**config.mk**
```make
export PLATFORM = sky130hd
export DESIGN_NAME = reset_sequencer_flat
export DESIGN_NICKNAME = d
export VERILOG_FILES = /design/src/rtl/reset_sequencer_if.sv /design/src/rtl/reset_sequencer.sv /design/src/flat_wrapper.sv
export SDC_FILE = /design/constraint.sdc
export NUM_CORES = 1
export LEC_CHECK = 0
export BUFFER_PORTS_ARGS = -buffer_cell sky130_fd_sc_hd__buf_2
export CORE_MARGIN = 2
export CORE_UTILIZATION = 48
export CTS_BUF_LIST = sky130_fd_sc_hd__clkbuf_8 sky130_fd_sc_hd__clkbuf_16
export DETAILED_ROUTE_END_ITERATION = 16
export PLACE_DENSITY = 0.74
export SETUP_SLACK_MARGIN = 0.3
export SLEW_MARGIN = 20
export SYNTH_ARGS = -nofsm -noshare
export SYNTH_HDL_FRONTEND = slang
export SYNTH_SLANG_ARGS = --single-unit
export TNS_END_PERCENT = 30
```
**constraint.sdc**
```tcl
create_clock -name clk_i -period 1.9 [get_ports clk_i]
set_clock_uncertainty 0.2 [all_clocks]
set_input_delay 0.38 -clock clk_i [delete_from_list [all_inputs] [get_ports clk_i]]
set_output_delay 0.38 -clock clk_i [all_outputs]
set_load 0.05 [all_outputs]
```
**src/rtl/reset_sequencer_if.sv**
```systemverilog
// Reset-sequencer output bundle: software request in, staged resets and status out.
// The sequencer takes the master side; the reset consumer takes the slave side.
interface reset_sequencer_if #(
  parameter int unsigned NUM_STAGES = 4
);
  logic                  sw_rst_req_i;
  logic [NUM_STAGES-1:0] rst_n_o;
  logic                  done_o;
  logic [1:0]            state_o;

  modport master (
    input  sw_rst_req_i,
    output rst_n_o,
    output done_o,
    output state_o
  );

  modport slave (
    output sw_rst_req_i,
    input  rst_n_o,
    input  done_o,
    input  state_o
  );
endinterface

```
**src/rtl/reset_sequencer.sv**
```systemverilog
// Staged reset sequencer: asserts all stage resets at once and releases them in order
// 0..NUM_STAGES-1, after a synchronised and stretched deassertion.
module reset_sequencer #(
  parameter int unsigned NUM_STAGES  = 4,
  parameter int unsigned SYNC_STAGES = 2,
  parameter int unsigned STRETCH     = 16,
  parameter int unsigned GAP         = 8
) (
  input logic               clk_i,
  input logic               rst_i,
  reset_sequencer_if.master bus
);

  localparam int unsigned CntMax = (STRETCH > GAP) ? STRETCH : GAP;
  localparam int unsigned CntW   = $clog2(CntMax) + 1;
  localparam int unsigned IdxW   = $clog2(NUM_STAGES) + 1;

  typedef enum logic [1:0] {
    StHold    = 2'd0,
    StStretch = 2'd1,
    StRelease = 2'd2,
    StRun     = 2'd3
  } state_e;

  logic [SYNC_STAGES-1:0] sync_q;
  logic                   rst_sync;
  logic                   hold;

  state_e                 state_q;
  logic [CntW-1:0]        cnt_q;
  logic [IdxW-1:0]        idx_q;
  logic [NUM_STAGES-1:0]  rst_n_q;
  logic                   done_q;

  // Async set, synchronous release of the board reset.
  always_ff @(posedge clk_i or posedge rst_i) begin
    if (rst_i) begin
      sync_q <= '1;
    end else begin
      sync_q <= {sync_q[SYNC_STAGES-2:0], 1'b0};
    end
  end

  assign rst_sync = sync_q[SYNC_STAGES-1];
  assign hold     = rst_sync | bus.sw_rst_req_i;

  always_ff @(posedge clk_i or posedge rst_i) begin
    if (rst_i) begin
      state_q <= StHold;
      cnt_q   <= '0;
      idx_q   <= '0;
      rst_n_q <= '0;
      done_q  <= 1'b0;
    end else if (hold) begin
      state_q <= rst_sync ? StHold : StStretch;
      cnt_q   <= '0;
      idx_q   <= '0;
      rst_n_q <= '0;
      done_q  <= 1'b0;
    end else begin
      case (state_q)
        // The first hold-free edge in HOLD counts as stretch count 0.
        StHold, StStretch: begin
          if (cnt_q == CntW'(STRETCH - 1)) begin
            rst_n_q[0] <= 1'b1;
            cnt_q      <= '0;
            idx_q      <= IdxW'(1);
            if (NUM_STAGES == 1) begin
              state_q <= StRun;
              done_q  <= 1'b1;
            end else begin
              state_q <= StRelease;
            end
          end else begin
            cnt_q   <= cnt_q + CntW'(1);
            state_q <= StStretch;
          end
        end
        StRelease: begin
          if (cnt_q == CntW'(GAP - 1)) begin
            for (int unsigned k = 0; k < NUM_STAGES; k++) begin
              if (idx_q == IdxW'(k)) begin
                rst_n_q[k] <= 1'b1;
              end
            end
            cnt_q <= '0;
            idx_q <= idx_q + IdxW'(1);
            if (idx_q == IdxW'(NUM_STAGES - 1)) begin
              state_q <= StRun;
              done_q  <= 1'b1;
            end
          end else begin
            cnt_q <= cnt_q + CntW'(1);
          end
        end
        StRun: begin
          cnt_q <= '0;
        end
        default: begin
          state_q <= StHold;
        end
      endcase
    end
  end

  assign bus.rst_n_o = rst_n_q;
  assign bus.done_o  = done_q;
  assign bus.state_o = state_q;

endmodule

```
**src/flat_wrapper.sv**
```systemverilog
// flat-port wrapper written by rule: the top's interface ports become plain ports
module reset_sequencer_flat 
#(
  parameter int unsigned NUM_STAGES  = 4,
  parameter int unsigned SYNC_STAGES = 2,
  parameter int unsigned STRETCH     = 16,
  parameter int unsigned GAP         = 8
)
  (clk_i, rst_i, bus_sw_rst_req_i, bus_rst_n_o, bus_done_o, bus_state_o);
  reset_sequencer_if #(.NUM_STAGES(NUM_STAGES)) bus_i ();
  input logic clk_i;
  input logic rst_i;
  input wire logic [$bits(bus_i.sw_rst_req_i)-1:0] bus_sw_rst_req_i;
  output wire logic [$bits(bus_i.rst_n_o)-1:0] bus_rst_n_o;
  output wire logic [$bits(bus_i.done_o)-1:0] bus_done_o;
  output wire logic [$bits(bus_i.state_o)-1:0] bus_state_o;
  assign bus_i.sw_rst_req_i = bus_sw_rst_req_i;
  assign bus_rst_n_o = bus_i.rst_n_o;
  assign bus_done_o = bus_i.done_o;
  assign bus_state_o = bus_i.state_o;
  reset_sequencer #(.NUM_STAGES(NUM_STAGES), .SYNC_STAGES(SYNC_STAGES), .STRETCH(STRETCH), .GAP(GAP)) u_core (.clk_i(clk_i), .rst_i(rst_i), .bus(bus_i));
endmodule
```
* Word-level counts from Yosys, hierarchy flattened
Index checks and enable logic that the tools add are counted.
** Cells by class
- Divide/modulo/power cells :: 0
- Bitwise logic cells :: 1
- Equality and inequality tests :: 12
- Add/subtract/negate cells :: 2
- Shifts and indexed selects :: 0
- Muxes and demuxes :: 26
- Reduce and logical (&&, ||, !) cells :: 15
- Multipliers :: 0
- $lt $le $gt $ge :: 0
** Operators by type and width (number)
- $mux 5 :: 3
- $pmux 5 s3 :: 1
- $reduce_and 3->1 :: 5
- $mux 3 :: 4
- $ne 3x1->1 const B :: 4
- $reduce_bool 2->1 :: 5
- $mux 1 :: 9
- $mux 2 :: 4
- $mux 4 :: 2
- $eq 3x2->1 const B :: 2
- $pmux 3 s2 :: 1
- $add 5x1->5 const B :: 1
- $eq 5x3->1 const B :: 1
- $eq 5x4->1 const B :: 1
- $eq 2x2->1 const B :: 2
- $pmux 2 s2 :: 1
- $reduce_and 4->1 :: 1
- $add 3x1->3 const B :: 1
- $eq 3x1->1 const B :: 1
- $logic_not 3->1 :: 1
- $reduce_bool 3->1 :: 1
- $eq 2x1->1 const B :: 1
- $logic_not 2->1 :: 1
- $pmux 1 s2 :: 1
- other kinds (2) :: 2
** Storage, ports and cells
- Input bits :: 3
- Memory bits (writable) :: 0
- Latch bits :: 0
- Memories :: 0
- ROM bits :: 0
- Register bits after elaboration :: 17
- Output and inout bits :: 7

* Logic depth before layout (Yosys ltp)
- Depth in word-level cells :: 5
- Mapped depth :: 7

* Worst setup path before layout
Ideal clock, no wire load.
- Path kind :: reg2reg
- Start point :: register u_core.cnt_q[0]
- End point :: register u_core.cnt_q[4]
- Path buffers :: 0
- Setup time :: 71 ps
- Cell stages (with the launch flop) :: 7
- Setup slack :: 231 ps
- Clock period less this slack :: 1669 ps
- Required time :: 1629 ps
- Data arrival time :: 1397 ps
- Cell sequence :: dfrtp_1 ha_1 nand3_1 inv_1 ha_1 o32a_1 nor2_1
** Between the ends
- Cells in the longest elaborated chain, start to end :: 4
** RTL lines
- start: declaration :: RTL line reset_sequencer.sv:30 : logic [CntW-1:0] cnt_q;
- start signal: assignment :: RTL line reset_sequencer.sv:75 : cnt_q <= cnt_q + CntW'(1);
- start signal: assignment :: RTL line reset_sequencer.sv:93 : cnt_q <= cnt_q + CntW'(1);
- $add 5x1->5 (tied with other cells) :: RTL line reset_sequencer.sv:75, reset_sequencer.sv:93
- $mux 5, on equally long branches :: RTL line reset_sequencer.sv:80, reset_sequencer.sv:64
- $pmux 5 s3 (*) :: RTL line reset_sequencer.sv:61 : case (state_q)
- $mux 5 (*) :: RTL line reset_sequencer.sv:54 : end else if (hold) begin
Mark *: on every way between the ends. The rest lies on a longest branch, timed or not.
A chain may end at the register's enable or synchronous reset.

* Worst setup path after layout
- Start point :: register u_core.state_q[1], in the netlist u_core.bus.state_o[1]
- End point :: output bus_state_o[1]
** RTL lines
- start: declaration :: RTL line reset_sequencer.sv:29 : state_e state_q;
- start signal: assignment :: RTL line reset_sequencer.sv:49 : state_q <= StHold;
- start signal: assignment :: RTL line reset_sequencer.sv:55 : state_q <= rst_sync ? StHold : StStretch;
- start signal: assignment :: RTL line reset_sequencer.sv:69 : state_q <= StRun;
- end: declaration :: RTL line flat_wrapper.sv:16 : output wire logic [$bits(bus_i.state_o)-1:0] bus_state_o;
No word-level cell between the ends.

==> summary.txt <==
Synthesis
  – Distinct cells, synth: 31
  – Main combinational cell family by area after synthesis: simple AND/OR/NAND/NOR gates
  – Post-synthesis mux area share: 0.0118
  – Syn nets: 95
  – Post-synthesis sequential area ratio: 0.476
  – Number of synthesized flops with an enable pin: 0
  – Post-Synth Adder-Cell Area: 0.118
  – Most numerous cell in the Yosys netlist: dfrtp_1
  – Synth top area share: 0.414
  – Largest cells by area after synthesis: dfrtp_1, ha_1, dfstp_2, nand3_1, inv_1
  – Avg Inst Size Synth: 10.1 sq um
  – Post-synth top cells: dfrtp_1, ha_1, inv_1
  – Synth Flop Type: dfrtp_1
  – Xor/xnor share of the synthesized area: 0.0207
  – Mapped cell area: 847 sq um
  – Yosys warnings: 0
  – Synth Area in Simple Gates: 0.196
  – Biggest area consumer among synthesized cells: dfrtp_1
  – Compound-Gate Fraction of Synth Area: 0.103
  – Seq cells post-synth: 16
  – Synth async-reset ratio: 1.00
  – Cells after synthesis: 84

Detailed routing
  – Remaining routing DRC violations: 0
  – Post-Route WL: 1720 um
  – Via count: 654
  – WL/cell: 15.0 um
  – Routed Antenna Nets: 0
  – DR pass1 iterations: 4
  – DRT iter0 DRCs: 7
  – Via density: 5.69

Global route
  – Global route overflow: 0
  – Largest net degree at the start of global routing: 17
  – Vias in the first global route: 585
  – Gr usage total: 0.185
  – Initial antenna violation count: 0
  – Global-route wire length before repair: 2680 um

Floorplan
  – Die area: 2120 sq um
  – Height of the chip: 46.0 um
  – Initial Util: 0.501
  – I/O pin count: 10
  – Row Count: 15
  – Die Wd: 46.0 um
  – Core box area: 1690 sq um

Critical path
  – CP max stage cell: dfrtp_2
  – Buffers and inverters on the worst path: 1
  – Startpoint types: flop
  – Crit Path Category: flop to output pin
  – Crit path max fanout: 11
  – Data required, critical path: 1.32 ns
  – CP max stage delay: 0.49 ns
  – CP Cell Sequence: clkbuf_4
  – CP endpoint kind: output pin
  – CP top delay family: flip-flops
  – Data arrival, critical path: 1.01 ns

Clocking
  – CTS tree: done
  – Cts bufs inserted: 3
  – H-tree lvl count: 1
  – Clk Tree Root Cell: clkbuf_8
  – CTS max path bufs: 2
  – Clock Sinks: 16
  – Clock transition at path regs: 0.06 ns
  – Clock latency on the worst-skew pair: 0.25 ns

Layout
  – Nets: 110
  – Fin cells: 115
  – Filler cell count: 130
  – Finished Cell Area: 1050 sq um
  – Final Core Density: 0.620
  – Share of layout cells above drive strength 1: 0.286
  – Antenna Cells: 0
  – Synthesis-to-layout area growth: 23.6%

Power
  – Internal power: 543 uW
  – NetSw: 143 uW
  – P_leak: 0.457 nW
  – Seq pwr share: 0.514
  – Clock Power Share: 0.439
  – Peak supply drop: 0.503 mV
  – Gate power share: 0.047
  – Sw frac: 0.209
  – Pwr Density: 655 nW/um^2

Place
  – Detail Placement HPWL: 1140 um
  – Routability cong.: 0.831
  – Cells after DPL: 107
  – Instance area after placement: 901 sq um
  – IO Port Bufs: 9

Job
  – Number of max-cap violations: 0

Timing
  – Slew Viols, Final: 0
  – Setup Total Neg Slack: 0 ns
  – Final worst path period need: 1.59 ns
  – Minimum hold slack: 0.162 ns
  – Final worst-path cycle share: 0.839
  – Slew margin rel.: 0.591
  – Final Hold Viols: 0
  – Final setup fails: 0
  – Worst slew pin tran: 0.613 ns
  – RSZ-0062 raised after global routing: yes
  – Max frequency: 628 MHz

Worst hold path
  – Worst Hold Class: flop to flop

Outcome
  – Status: complete, no violations
==> sequential cells by signal (all words and copies together) (netlist names) <==
register	flops
u_core.idx_q	3
u_core.bus.state_o	2
u_core.cnt_q	5
u_core.bus.rst_n_o	4
u_core.sync_q	2
==> per-stage QoR <==
step                      setup slack (ns)  total power, mW
after CTS                            0.295            0.694
after floorplan                      0.302            0.375
after global placement               0.270            0.384
final                                0.306            0.686
after detailed placement             0.229            0.385
after global routing                 0.241            0.707
==> routing by layer <==
layer | global-route usage | vias to the layer above | share of wire
met4 | 0.103 | 0 | 0.0052
li1 | - | 317 | -
met2 | 0.286 | 19 | 0.48
met1 | 0.248 | 316 | 0.48
met3 | 0.0238 | 2 | 0.034
met5 | 0 | - | 0
==> layout make-up <==
cell class,count,area [sq um],area share
clock buffers,4,55.1,0.0526
inverters,8,30.0,0.0287
multi-input cells,56,449,0.429
flip-flops and latches,16,404,0.386
well taps,17,21.3,0.0203
repair buffers,14,87.6,0.0836
==> power by group through the flow <==
| stage | Clock [mW] | Sequential (mW) | Combinational, mW |
|---|---|---|---|
| 3_5_place_dp | 0 | 0.358 | 0.0269 |
| 3_3_place_gp | 0 | 0.358 | 0.0266 |
| 2_1_floorplan | 0 | 0.361 | 0.0143 |
| 4_1_cts | 0.310 | 0.353 | 0.0314 |
| 5_1_grt | 0.318 | 0.353 | 0.0359 |
| 6_report | 0.301 | 0.353 | 0.0320 |
==> cells in the final DEF, fill, tap and decap left out <==
cell type	count
dfrtp_1	13
buf_2	8
inv_1	7
nor2_1	6
ha_1	6
nand3_1	5
nand2_1	5
a21oi_1	4
clkbuf_8	4
buf_4	4
nor3_1	3
o21ai_0	2
a31oi_1	2
nand2b_1	2
ha_4	2
dfstp_2	2
and4bb_4	1
and2b_1	1
nand2b_4	1
nand4_1	1
or2_0	1
nor2_4	1
nand3b_1	1
mux2i_1	1
a311o_1	1
nand3_4	1
inv_2	1
nand4bb_1	1
xnor2_1	1
xor2_1	1
and3_1	1
o32a_1	1
o211ai_1	1
o2111ai_1	1
o41ai_2	1
dlygate4sd3_1	1
clkbuf_4	1
dfrtp_2	1
conb_1	1
==> cells by family after synthesis <==
kind of cell / count (synthesis)
and+or+nand+nor: 31
xor gates and xnor gates: 2
DFF: 16
adders and majority gates: 8
other: 1
buffers and inverters: 12
muxes: 1
AOI/OAI and AO/OA: 13
==> path summary, 6_finish.rpt <==
check	startpoint	to	slack, ns	cells past startpoint
worst max register to register	u_core.idx_q[0]	u_core.idx_q[2]	0.31	3
worst min-delay path	u_core.sync_q[0]	u_core.sync_q[1]	0.16	0
max in group asynchronous	rst_i	u_core.bus.state_o[1]	0.52	3
worst min register to register	u_core.sync_q[0]	u_core.sync_q[1]	0.16	0
min in group asynchronous	rst_i	u_core.bus.rst_n_o[1]	0.55	3
worst max-delay path	u_core.bus.state_o[1]	bus_state_o[1]	0.31	1
==> timing repair <==
item / 4_1_cts / 5_1_grt
pin swaps: 3 / 3
buffers inserted: 3 / 0
setup endpoints to repair: 9 / 9
gates resized for setup: 6 / 6
hold buffers: 1 / 0
hold endpoints to repair: 6 / 0
(Power assumes the default switching activity.)
